--- config.mk ---
export PLATFORM = sky130hd
export DESIGN_NAME = ecc_scalar_mul_seq
export DESIGN_NICKNAME = d
export VERILOG_FILES = /design/src/rtl/ecc_scalar_mul_seq_pkg.sv /design/src/rtl/ecc_scalar_mul_seq.sv
export SDC_FILE = /design/constraint.sdc
export NUM_CORES = 1
export LEC_CHECK = 0
export CAP_MARGIN = 20
export CORE_MARGIN = 5
export CORE_UTILIZATION = 35
export DETAILED_ROUTE_END_ITERATION = 12
export GPL_TIMING_DRIVEN = 0
export PLACE_DENSITY = 0.59
export SYNTH_ARGS = -nofsm -noshare
export SYNTH_HDL_FRONTEND = slang
export SYNTH_SLANG_ARGS = --single-unit
--- constraint.sdc ---
create_clock -name i_clk -period 2.83 [get_ports i_clk]
set_clock_uncertainty 0.15 [all_clocks]
set_input_delay 0.283 -clock i_clk [delete_from_list [all_inputs] [get_ports i_clk]]
set_output_delay 0.283 -clock i_clk [all_outputs]
set_load 0.05 [all_outputs]
--- src/rtl/ecc_scalar_mul_seq_pkg.sv ---
// Shared constants and state encoding for the ECC scalar-multiply sequencer.
// The point at infinity is all-ones in both coordinates.
package ecc_scalar_mul_seq_pkg;
  localparam int MAX_BITS = 8;
  localparam logic [MAX_BITS-1:0] ECC_INF = '1;
  localparam logic PA_OP_DBL = 1'b0;
  localparam logic PA_OP_ADD = 1'b1;

  typedef enum logic [2:0] {
    S_IDLE,
    S_SCAN,
    S_DBL_REQ,
    S_DBL_WAIT,
    S_ADD_REQ,
    S_ADD_WAIT,
    S_DONE
  } state_t;
endpackage

--- src/rtl/ecc_scalar_mul_seq.sv ---
// Left-to-right double-and-add-always scalar multiply Q = k*P.
// Steers points through one external point-add/double engine.
module ecc_scalar_mul_seq
  import ecc_scalar_mul_seq_pkg::*;
#(
  parameter int WIDTH = MAX_BITS,
  parameter int CNT_W = $clog2(WIDTH)
) (
  input  logic             i_clk,
  input  logic             i_rst,
  input  logic             i_start,
  input  logic [WIDTH-1:0] i_k,
  input  logic [WIDTH-1:0] i_x,
  input  logic [WIDTH-1:0] i_y,
  output logic             o_busy,
  output logic             o_finished,
  output logic [WIDTH-1:0] o_result_x,
  output logic [WIDTH-1:0] o_result_y,
  output logic             o_pa_start,
  output logic             o_pa_op,
  output logic             o_pa_add,
  output logic [WIDTH-1:0] o_pa_x1,
  output logic [WIDTH-1:0] o_pa_y1,
  output logic [WIDTH-1:0] o_pa_x2,
  output logic [WIDTH-1:0] o_pa_y2,
  input  logic             i_pa_finish,
  input  logic [WIDTH-1:0] i_pa_x,
  input  logic [WIDTH-1:0] i_pa_y
);
  localparam logic [WIDTH-1:0] INF = '1;

  state_t           r_state;
  logic [WIDTH-1:0] r_k;
  logic [WIDTH-1:0] r_px;
  logic [WIDTH-1:0] r_py;
  logic [WIDTH-1:0] r_rx;
  logic [WIDTH-1:0] r_ry;
  logic [CNT_W-1:0] r_idx;
  logic             r_skip;

  logic w_bit;
  logic w_last;
  logic w_r_inf;
  logic w_skip_add;
  logic w_go;

  assign w_bit      = r_k[r_idx];
  assign w_last     = (r_idx == '0);
  assign w_r_inf    = (r_rx == INF) && (r_ry == INF);
  assign w_skip_add = w_r_inf && w_bit;
  // a skipped request advances without consuming an engine finish
  assign w_go       = r_skip || i_pa_finish;

  always_ff @(posedge i_clk or posedge i_rst) begin
    if (i_rst) begin
      r_state    <= S_IDLE;
      r_k        <= '0;
      r_px       <= '0;
      r_py       <= '0;
      r_rx       <= '0;
      r_ry       <= '0;
      r_idx      <= '0;
      r_skip     <= 1'b0;
      o_busy     <= 1'b0;
      o_finished <= 1'b0;
      o_result_x <= '0;
      o_result_y <= '0;
      o_pa_start <= 1'b0;
      o_pa_op    <= 1'b0;
      o_pa_add   <= 1'b0;
      o_pa_x1    <= '0;
      o_pa_y1    <= '0;
      o_pa_x2    <= '0;
      o_pa_y2    <= '0;
    end else begin
      o_finished <= 1'b0;
      o_pa_start <= 1'b0;
      unique case (r_state)
        S_IDLE: begin
          if (i_start) begin
            r_k     <= i_k;
            r_px    <= i_x;
            r_py    <= i_y;
            r_idx   <= CNT_W'(WIDTH - 1);
            o_busy  <= 1'b1;
            r_state <= S_SCAN;
          end
        end
        S_SCAN: begin
          if (w_bit) begin
            r_rx <= r_px;
            r_ry <= r_py;
            if (w_last) begin
              r_state <= S_DONE;
            end else begin
              r_idx   <= r_idx - 1'b1;
              r_state <= S_DBL_REQ;
            end
          end else if (w_last) begin
            r_rx    <= INF;
            r_ry    <= INF;
            r_state <= S_DONE;
          end else begin
            r_idx <= r_idx - 1'b1;
          end
        end
        S_DBL_REQ: begin
          r_skip     <= w_r_inf;
          o_pa_start <= !w_r_inf;
          o_pa_op    <= PA_OP_DBL;
          o_pa_add   <= 1'b0;
          o_pa_x1    <= r_rx;
          o_pa_y1    <= r_ry;
          o_pa_x2    <= r_rx;
          o_pa_y2    <= r_ry;
          r_state    <= S_DBL_WAIT;
        end
        S_DBL_WAIT: begin
          if (w_go) begin
            if (!r_skip) begin
              r_rx <= i_pa_x;
              r_ry <= i_pa_y;
            end
            r_skip  <= 1'b0;
            r_state <= S_ADD_REQ;
          end
        end
        S_ADD_REQ: begin
          r_skip     <= w_skip_add;
          o_pa_start <= !w_skip_add;
          o_pa_op    <= PA_OP_ADD;
          o_pa_add   <= w_bit;
          o_pa_x1    <= r_rx;
          o_pa_y1    <= r_ry;
          o_pa_x2    <= r_px;
          o_pa_y2    <= r_py;
          if (w_skip_add) begin
            r_rx <= r_px;
            r_ry <= r_py;
          end
          r_state <= S_ADD_WAIT;
        end
        S_ADD_WAIT: begin
          if (w_go) begin
            if (!r_skip) begin
              r_rx <= i_pa_x;
              r_ry <= i_pa_y;
            end
            r_skip <= 1'b0;
            if (w_last) begin
              r_state <= S_DONE;
            end else begin
              r_idx   <= r_idx - 1'b1;
              r_state <= S_DBL_REQ;
            end
          end
        end
        S_DONE: begin
          o_result_x <= r_rx;
          o_result_y <= r_ry;
          o_finished <= 1'b1;
          o_busy     <= 1'b0;
          r_state    <= S_IDLE;
        end
        default: r_state <= S_IDLE;
      endcase
    end
  end
endmodule

==> results of run 1 <==
## final cells by class
type                            count  area (um2)
Inverter                           23        90.1
Clock buffer                       11         243
Fill cell                        1269        6600
Clock inverter                      5        36.3
Sequential cell                   100        2500
Multi-Input combinational cell    299        1700
Buffer                             28         134
Tap cell                          172         215
Timing Repair Buffer               98        1000
## cells by family after synthesis
| group | Yosys count |
|---|---|
| and+or+nand+nor | 177 |
| DFF | 100 |
| AOI/OAI and AO/OA | 98 |
| buffers and inverters | 51 |
| muxes | 20 |
| xor gates and xnor gates | 2 |
| adders and majority gates | 2 |
## synth_stat cells (all sizes together) (5+ instances only)
cell	instances
a22oi	16
o31ai	16
a21oi	5
o32a	16
nor2	8
dfrtp	100
nand2	147
buf	9
inv	23
mux2i	17
clkbuf	19
o21ai	39
## critical path, stage by stage, from the launching register on
cell	delay (ns)
dfrtp_1	0.36
clkbuf_1	0.19
nand2b_1	0.27
nor2_1	0.64
nor2_1	0.19
buf_2	0.25
buf_2	0.22
nand2_1	0.08
nand2_1	0.05
## through the flow
| stage | utilization | instances | hold slack [ns] |
|---|---|---|---|
| finish | 0.473 | 736 | 0.202 |
| global route | 0.473 | 736 | 0.262 |
| CTS | 0.473 | 736 | 0.222 |
| detailed placement | 0.451 | 720 | 0.311 |
| global placement | 0.447 | 718 | 0.306 |
| floorplan | - | 450 | 0.238 |
## layer usage
layer | part of all wire | track usage
met1 | 0.45 | 0.217
met2 | 0.47 | 0.266
met3 | 0.053 | 0.0392
met4 | 0.021 | 0.0672
met5 | 0 | 0
## worst max-delay path by stage
| stage | slack, ns | end |
|---|---|---|
| 2_1_floorplan | 0.77 | r_state[0]$_DFFE_PP0P_ |
| 3_3_place_gp | 0.18 | r_py[3]$_DFFE_PP0P_ |
| 3_5_place_dp | 0.28 | o_pa_y2[1]$_DFFE_PP0P_ |
| 4_1_cts | 0.26 | o_pa_y2[0]$_DFFE_PP0P_ |
| 5_1_grt | 0.04 | o_pa_x2[7]$_DFFE_PP0P_ |
| 6_report | 0.29 | o_pa_y2[0]$_DFFE_PP0P_ |
==> flow_metrics.env, run 1 <==
export IMPL_startpoint_type="flip-flop"
export IMPL_placed_cell_area_um2=5640
export IMPL_synth_top_family_by_area="simple AND/OR/NAND/NOR gates"
export IMPL_final_nets=605
export IMPL_hold_viol_final=0
export IMPL_crit_fanout=10
export IMPL_syn_cell_area_um2=4420
export IMPL_synthAdderAreaFrac=0.00566
export IMPL_clock_sinks=100
export IMPL_fmax_ghz=0.394
export IMPL_post_cts_setup_buffer_count=0
export IMPL_post_cts_resized=0
export IMPL_fin_area_um2=5920
export IMPL_vias=3614
export IMPL_arrival_ns=2.61
export IMPL_die_area_um2=15000
export IMPL_numCtsBuffers=9
export IMPL_tritoncts="done"
export IMPL_die_h_um=122
export IMPL_synthDistinctLibCells=39
export IMPL_layout_setup_ws_ns=0.290
export IMPL_synth_largest_area_cell="dfrtp_1"
export IMPL_ys_ff_latch=100
export IMPL_drtPass1Iterations=5
export IMPL_h_tree_depth=3
export IMPL_syn_nets=496
export IMPL_cp_startpoint="r_state[2]$_DFFE_PP0P_"
export IMPL_io_pins=97
export IMPL_synth_edff_count=0
export IMPL_drc=0
export IMPL_detail_route_iter0_violations=197
export IMPL_clkLatencyLatePin_ns=0.34
export IMPL_drv_cap=0
export IMPL_worstMarginPinSlew_ns=0.796
export IMPL_cts_hold_buf=0
export IMPL_synth_simple_area_share=0.167
export IMPL_timing_final_crit_share=0.898
export IMPL_diodes=0
export IMPL_ys_async_sr_fraction=1.00
export IMPL_worst_r2r_cell_count=8
export IMPL_ys_warn_count=0
export IMPL_ys_seq_area_frac=0.566
export IMPL_track_usage=0.166
export IMPL_place_ws_ns=0.280
export IMPL_end_kind="flip-flop"
export IMPL_clk_transition_reported_paths_ns=0.07
export IMPL_synth_compound_area_frac=0.155
export IMPL_globalplace_congestion=0.858
export IMPL_synth_xor_area_share=0.00566
export IMPL_grt_max_degree=41
export IMPL_reg2reg_slack_ns=0.29
export IMPL_vias_per_cell=4.91
export IMPL_die_x_um=122
export IMPL_grt_pass1_vias=3716
export IMPL_core_um2=12500
export IMPL_antenna_found_initial=0
export IMPL_final_common_cell="nand2_1"
export IMPL_slew_headroom=0.468
export IMPL_yosys_top_cells_area="dfrtp_1 57%, nand2_1 12%, mux2i_1 3.8%"
export IMPL_synthMuxAreaShare=0.0512
export IMPL_reg2reg_to="o_pa_y2[0]$_DFFE_PP0P_"
export IMPL_hp_class="in2async"
export IMPL_setup_violations=0
export IMPL_rsz0062_at_grt="no"
export IMPL_grt_pass1_wl_um=19200
export IMPL_setup_tns_ns=0
export IMPL_clockRootBuffer="clkbuf_16"
export IMPL_drt_wl_total_um=11900
export IMPL_final_antenna_net_count=0
export IMPL_most_common_layout_cells="147 x nand2_1, 100 x dfrtp_1, 96 x clkdlybuf4s50_1"
export IMPL_syn_to_final_growth_pct=33.9
export IMPL_overflow=0
export IMPL_rows=41
export IMPL_min_period_ns=2.54
export IMPL_portBuffers=96
export IMPL_synth_ff_type="dfrtp_1"
export IMPL_avgRoutedWirePerCell_um=16.2
export IMPL_status="finished, final reports clean"
export IMPL_dp_hpwl_um=9120
export IMPL_rr_startpoint="r_state[2]$_DFFE_PP0P_"
export IMPL_postSynthAreaPerCell_um2=9.82
export IMPL_drv_slew=0
export IMPL_synth_cells=450
export IMPL_drive_gt1_frac=0.0638
export IMPL_required_ns=2.90
export IMPL_critPathKind="reg2reg"
export IMPL_clk_path_buf_depth=2
export IMPL_yosysTopAreaCellShare=0.566
export IMPL_initial_core_util=0.353
Power of run 1 is left out: the tool's default activity adds up to more than one toggle a clock period on the data nets, which glitch-free logic cannot reach.
==> run 2, diff against run 1 <==
--- a/config.mk
+++ b/config.mk
@@ -7,10 +7,10 @@
 export LEC_CHECK = 0
 export CAP_MARGIN = 20
 export CORE_MARGIN = 5
-export CORE_UTILIZATION = 35
+export CORE_UTILIZATION = 46
 export DETAILED_ROUTE_END_ITERATION = 12
 export GPL_TIMING_DRIVEN = 0
-export PLACE_DENSITY = 0.59
+export PLACE_DENSITY = 0.75
 export SYNTH_ARGS = -nofsm -noshare
 export SYNTH_HDL_FRONTEND = slang
 export SYNTH_SLANG_ARGS = --single-unit
==> run 2 against run 1 <==
  * Critical path type unchanged
  * Global-route usage grew 4.0 points
  * Via count up 1.6%
  * Flip-flop and latch count unchanged
  * Worst hold slack got worse by 0.070 ns
  * Setup slack lost 0.043 ns
==> flow_metrics.env, run 2 (synthesized netlist as in run 1, its figures left out) <==
export IMPL_status="finished, final reports clean"
export IMPL_h_tree_depth=3
export IMPL_vias=3671
export IMPL_die_h_um=108
export IMPL_wl_met3_um=674
export IMPL_detail_route_iter0_violations=173
export IMPL_final_common_cell="nand2_1"
export IMPL_track_usage=0.205
export IMPL_wl_met1_um=5040
export IMPL_drt_wl_total_um=11500
export IMPL_slew_headroom=0.443
export IMPL_cp_num_buf_inv=3
export IMPL_required_ns=2.93
export IMPL_vias_per_cell=5.29
export IMPL_hold_viol_final=0
export IMPL_drive_gt1_frac=0.0673
export IMPL_drv_cap=0
export IMPL_crit_top_cell="buf_2"
export IMPL_slowest_delay_ns=0.67
export IMPL_portBuffers=96
export IMPL_min_period_ns=2.58
export IMPL_cp_slowest_cell="nor2_1"
export IMPL_setup_violations=0
export IMPL_wl_met2_um=5560
export IMPL_die_area_um2=11700
export IMPL_drtPass1Iterations=5
export IMPL_dp_hpwl_um=8870
export IMPL_numCtsBuffers=9
export IMPL_core_um2=9280
export IMPL_clockRootBuffer="clkbuf_8"
export IMPL_timing_final_crit_share=0.913
export IMPL_cp_top_family="simple AND/OR/NAND/NOR gates"
export IMPL_layout_setup_ws_ns=0.247
export IMPL_final_nets=606
export IMPL_most_common_layout_cells="147 x nand2_1, 100 x dfrtp_1, 96 x clkdlybuf4s50_1"
export IMPL_rsz0062_at_grt="no"
export IMPL_fmax_ghz=0.387
export IMPL_overflow=0
export IMPL_hp_class="in2async"
export IMPL_drv_slew=0
export IMPL_final_antenna_net_count=0
export IMPL_cts_hold_buf=0
export IMPL_diodes=0
export IMPL_die_x_um=108
export IMPL_grt_max_degree=34
export IMPL_end_kind="flip-flop"
export IMPL_clk_transition_reported_paths_ns=0.10
export IMPL_cp_cell_sequence="buf_2 -> nand2b_1 -> nor2_1 -> nor2_1 -> buf_2 -> buf_2 -> nand2_1 -> nand2_1"
export IMPL_worstMarginPinSlew_ns=0.832
export IMPL_syn_to_final_growth_pct=31.4
export IMPL_drc=0
export IMPL_hold_worst_slack_ns=0.132
export IMPL_startpoint_type="flip-flop"
export IMPL_arrival_ns=2.68
export IMPL_top_layer_used="met4"
export IMPL_critPathKind="reg2reg"
export IMPL_rows=35
export IMPL_grt_pass1_vias=3710
export IMPL_globalplace_congestion=0.874
export IMPL_initial_core_util=0.476
export IMPL_clk_path_buf_depth=2
export IMPL_setup_tns_ns=0
export IMPL_place_ws_ns=0.298
export IMPL_clkLatencyLatePin_ns=0.38
export IMPL_tritoncts="done"
export IMPL_post_route_util=0.626
export IMPL_crit_fanout=10
export IMPL_antenna_found_initial=0
export IMPL_clock_sinks=100
export IMPL_avgRoutedWirePerCell_um=16.6
export IMPL_grt_pass1_wl_um=18600
export IMPL_post_cts_setup_buffer_count=0
export IMPL_io_pins=97
export IMPL_post_cts_resized=0
run 2: cell count changes in the layout (fill, tap and decap cells not counted):
cell	previous run	this run
clkinv_4	0	2
buf_12	3	2
clkbuf_1	20	19
clkbuf_16	9	0
clkinv_8	0	1
buf_16	0	2
clkbuf_8	1	9
clkinvlp_4	4	3
run 2: worst paths after layout:
check	from	slack [ns]	end	cells past startpoint
worst max-delay path	r_state[1]$_DFFE_PP0P_	0.25	o_pa_x2[7]$_DFFE_PP0P_	8
min in group i_clk	i_x[1]	0.28	r_px[1]$_DFFE_PP0P_	3
worst min register to register	r_k[4]$_DFFE_PP0P_	0.33	r_k[4]$_DFFE_PP0P_	2
max in group asynchronous	i_rst	1.47	r_py[5]$_DFFE_PP0P_	5
worst max register to register	r_state[1]$_DFFE_PP0P_	0.25	o_pa_x2[7]$_DFFE_PP0P_	8
worst min-delay path	i_rst	0.13	o_pa_x1[2]$_DFFE_PP0P_	2
run 2: final cells by class:
type,count,area (um2)
Timing Repair Buffer,99,1040
Inverter,23,90.1
Clock buffer,9,124
Tap cell,129,161
Sequential cell,100,2500
Multi-Input combinational cell,299,1700
Clock inverter,7,62.6
Buffer,28,134
Fill cell,787,3480
run 2: worst reg2reg max path, delay by kind of cell (launching register included):
kind / cells / cell delay [ns]
buffers and inverters: 3 / 0.73
flip-flops: 1 / 0.40
AND/OR/NAND/NOR: 5 / 1.19
run 2: metal layers:
layer	vias up	track usage
met3	23	0.0430
met2	124	0.321
met5	-	0
met4	0	0.0703
li1	1758	-
met1	1766	0.286
run 2: through the flow:
stage	instances	area (um2)
after floorplan	450	4420
after global placement	675	5550
after detailed placement	678	5620
after CTS	694	5810
after global routing	694	5810
final	694	5810
Power of run 2 is left out for the same reason.
==> run 3, diff against run 2 <==
--- a/config.mk
+++ b/config.mk
@@ -5,12 +5,12 @@
 export SDC_FILE = /design/constraint.sdc
 export NUM_CORES = 1
 export LEC_CHECK = 0
-export CAP_MARGIN = 20
 export CORE_MARGIN = 5
 export CORE_UTILIZATION = 46
 export DETAILED_ROUTE_END_ITERATION = 12
 export GPL_TIMING_DRIVEN = 0
-export PLACE_DENSITY = 0.75
+export PLACE_DENSITY = 0.78
+export SLEW_MARGIN = 20
 export SYNTH_ARGS = -nofsm -noshare
 export SYNTH_HDL_FRONTEND = slang
 export SYNTH_SLANG_ARGS = --single-unit
==> run 3 against run 2 <==
  * Wire length grew 0.98%
  * Flip-flop and latch count is the same
  * Worst hold slack lost 0.065 ns
  * Via count grew 1.0%
  * Sequential share of layout area is essentially flat
  * Critical path depth is the same
  * Fmax shrank 0.81%
  * Cell area is essentially flat
  * Critical endpoint is now o_pa_y2[6]$_DFFE_PP0P_
  * Die area is the same
  * Utilization is essentially flat
  * Non-clock buffer count is the same
==> flow_metrics.env, run 3 (synthesized netlist as in run 1, its figures left out) <==
export IMPL_h_tree_depth=3
export IMPL_critPathKind="reg2reg"
export IMPL_detail_route_iter0_violations=308
export IMPL_clk_path_buf_depth=2
export IMPL_die_h_um=108
export IMPL_cp_startpoint="r_state[2]$_DFFE_PP0P_"
export IMPL_setup_tns_ns=0
export IMPL_portBuffers=96
export IMPL_final_antenna_net_count=0
export IMPL_final_nets=606
export IMPL_antenna_found_initial=0
export IMPL_globalplace_congestion=0.910
export IMPL_reg2reg_to="o_pa_y2[6]$_DFFE_PP0P_"
export IMPL_min_period_ns=2.60
export IMPL_grt_pass1_wl_um=18600
export IMPL_core_um2=9280
export IMPL_clkLatencyLatePin_ns=0.37
export IMPL_die_area_um2=11700
export IMPL_clockRootBuffer="clkbuf_8"
export IMPL_hold_viol_final=0
export IMPL_avgRoutedWirePerCell_um=16.8
export IMPL_status="finished, final reports clean"
export IMPL_arrival_ns=2.70
export IMPL_worst_r2r_cell_count=8
export IMPL_drt_wl_total_um=11700
export IMPL_drc=0
export IMPL_rr_startpoint="r_state[2]$_DFFE_PP0P_"
export IMPL_numCtsBuffers=9
export IMPL_post_cts_setup_buffer_count=0
export IMPL_fmax_ghz=0.384
export IMPL_vias=3709
export IMPL_grt_pass1_vias=3627
export IMPL_seq_area_um2=2500
export IMPL_setup_violations=0
export IMPL_slew_headroom=0.444
export IMPL_final_common_cell="nand2_1"
export IMPL_drv_cap=0
export IMPL_post_route_util=0.625
export IMPL_most_common_layout_cells="147 x nand2_1, 100 x dfrtp_1, 96 x clkdlybuf4s50_1"
export IMPL_syn_to_final_growth_pct=31.3
export IMPL_rows=35
export IMPL_reg2reg_slack_ns=0.23
export IMPL_rsz0062_at_grt="no"
export IMPL_post_cts_resized=0
export IMPL_vias_per_cell=5.35
export IMPL_timing_final_crit_share=0.920
export IMPL_io_pins=97
export IMPL_crit_end="o_pa_y2[6]$_DFFE_PP0P_"
export IMPL_hp_class="in2async"
export IMPL_tritoncts="done"
export IMPL_end_kind="flip-flop"
export IMPL_die_x_um=108
export IMPL_crit_fanout=10
export IMPL_dp_hpwl_um=8800
export IMPL_required_ns=2.93
export IMPL_drv_slew=0
export IMPL_multi_input_area_um2=1700
export IMPL_clock_sinks=100
export IMPL_drive_gt1_frac=0.0638
export IMPL_track_usage=0.204
export IMPL_worstMarginPinSlew_ns=0.831
export IMPL_drtPass1Iterations=5
export IMPL_initial_core_util=0.476
export IMPL_startpoint_type="flip-flop"
export IMPL_diodes=0
export IMPL_cts_hold_buf=0
export IMPL_clk_transition_reported_paths_ns=0.10
export IMPL_overflow=0
export IMPL_grt_max_degree=37
export IMPL_fillers=787
## run 3: layer usage
metal  vias to the layer above  part of all wire  track usage
met5                         -                 0            0
met4                         0             0.023       0.0848
met3                        23             0.066       0.0364
met2                       161              0.48        0.327
met1                      1769              0.43        0.275
li1                       1756                 -            -
## run 3: how the worst min path moves through the flow
stage | slack, ns | endpoint | start | cells after the start
floorplan | 0.24 | r_k[0]$_DFFE_PP0P_ | i_k[0] | 2
global placement | 0.31 | r_k[6]$_DFFE_PP0P_ | r_k[6]$_DFFE_PP0P_ | 2
detailed placement | 0.31 | o_pa_y2[2]$_DFFE_PP0P_ | o_pa_y2[2]$_DFFE_PP0P_ | 2
CTS | 0.08 | o_result_x[2]$_DFFE_PP0P_ | i_rst | 2
global route | 0.09 | o_result_x[2]$_DFFE_PP0P_ | i_rst | 2
finish | 0.07 | o_result_x[2]$_DFFE_PP0P_ | i_rst | 2
## run 3: through the flow
stage / cells / hold slack, ns / setup WS (ns) / instance area (um2)
3_5_place_dp: 678 / 0.312 / 0.316 / 5610
4_1_cts: 693 / 0.0781 / 0.258 / 5800
2_1_floorplan: 450 / 0.238 / 0.769 / 4420
3_3_place_gp: 675 / 0.305 / 0.262 / 5550
5_1_grt: 693 / 0.0885 / 0.130 / 5800
6_report: 693 / 0.0675 / 0.226 / 5800
## run 3: cell type report
cell class | count | area share
plain buffers | 28 | 0.0231
clock buffers | 11 | 0.0244
clock inverters | 4 | 0.00841
inverters | 23 | 0.0155
multi-input cells | 299 | 0.293
flip-flops and latches | 100 | 0.431
well taps | 129 | 0.0278
repair buffers | 99 | 0.177
## run 3: critical path: stages, from the launching register on
cell      delay [ns]
dfrtp_1         0.37
clkbuf_1        0.20
nand2b_1        0.28
nor2_1          0.67
nor2_1          0.20
buf_2           0.25
buf_2           0.22
nand2_1         0.10
nand2_1         0.06
Power of run 3 is left out for the same reason.
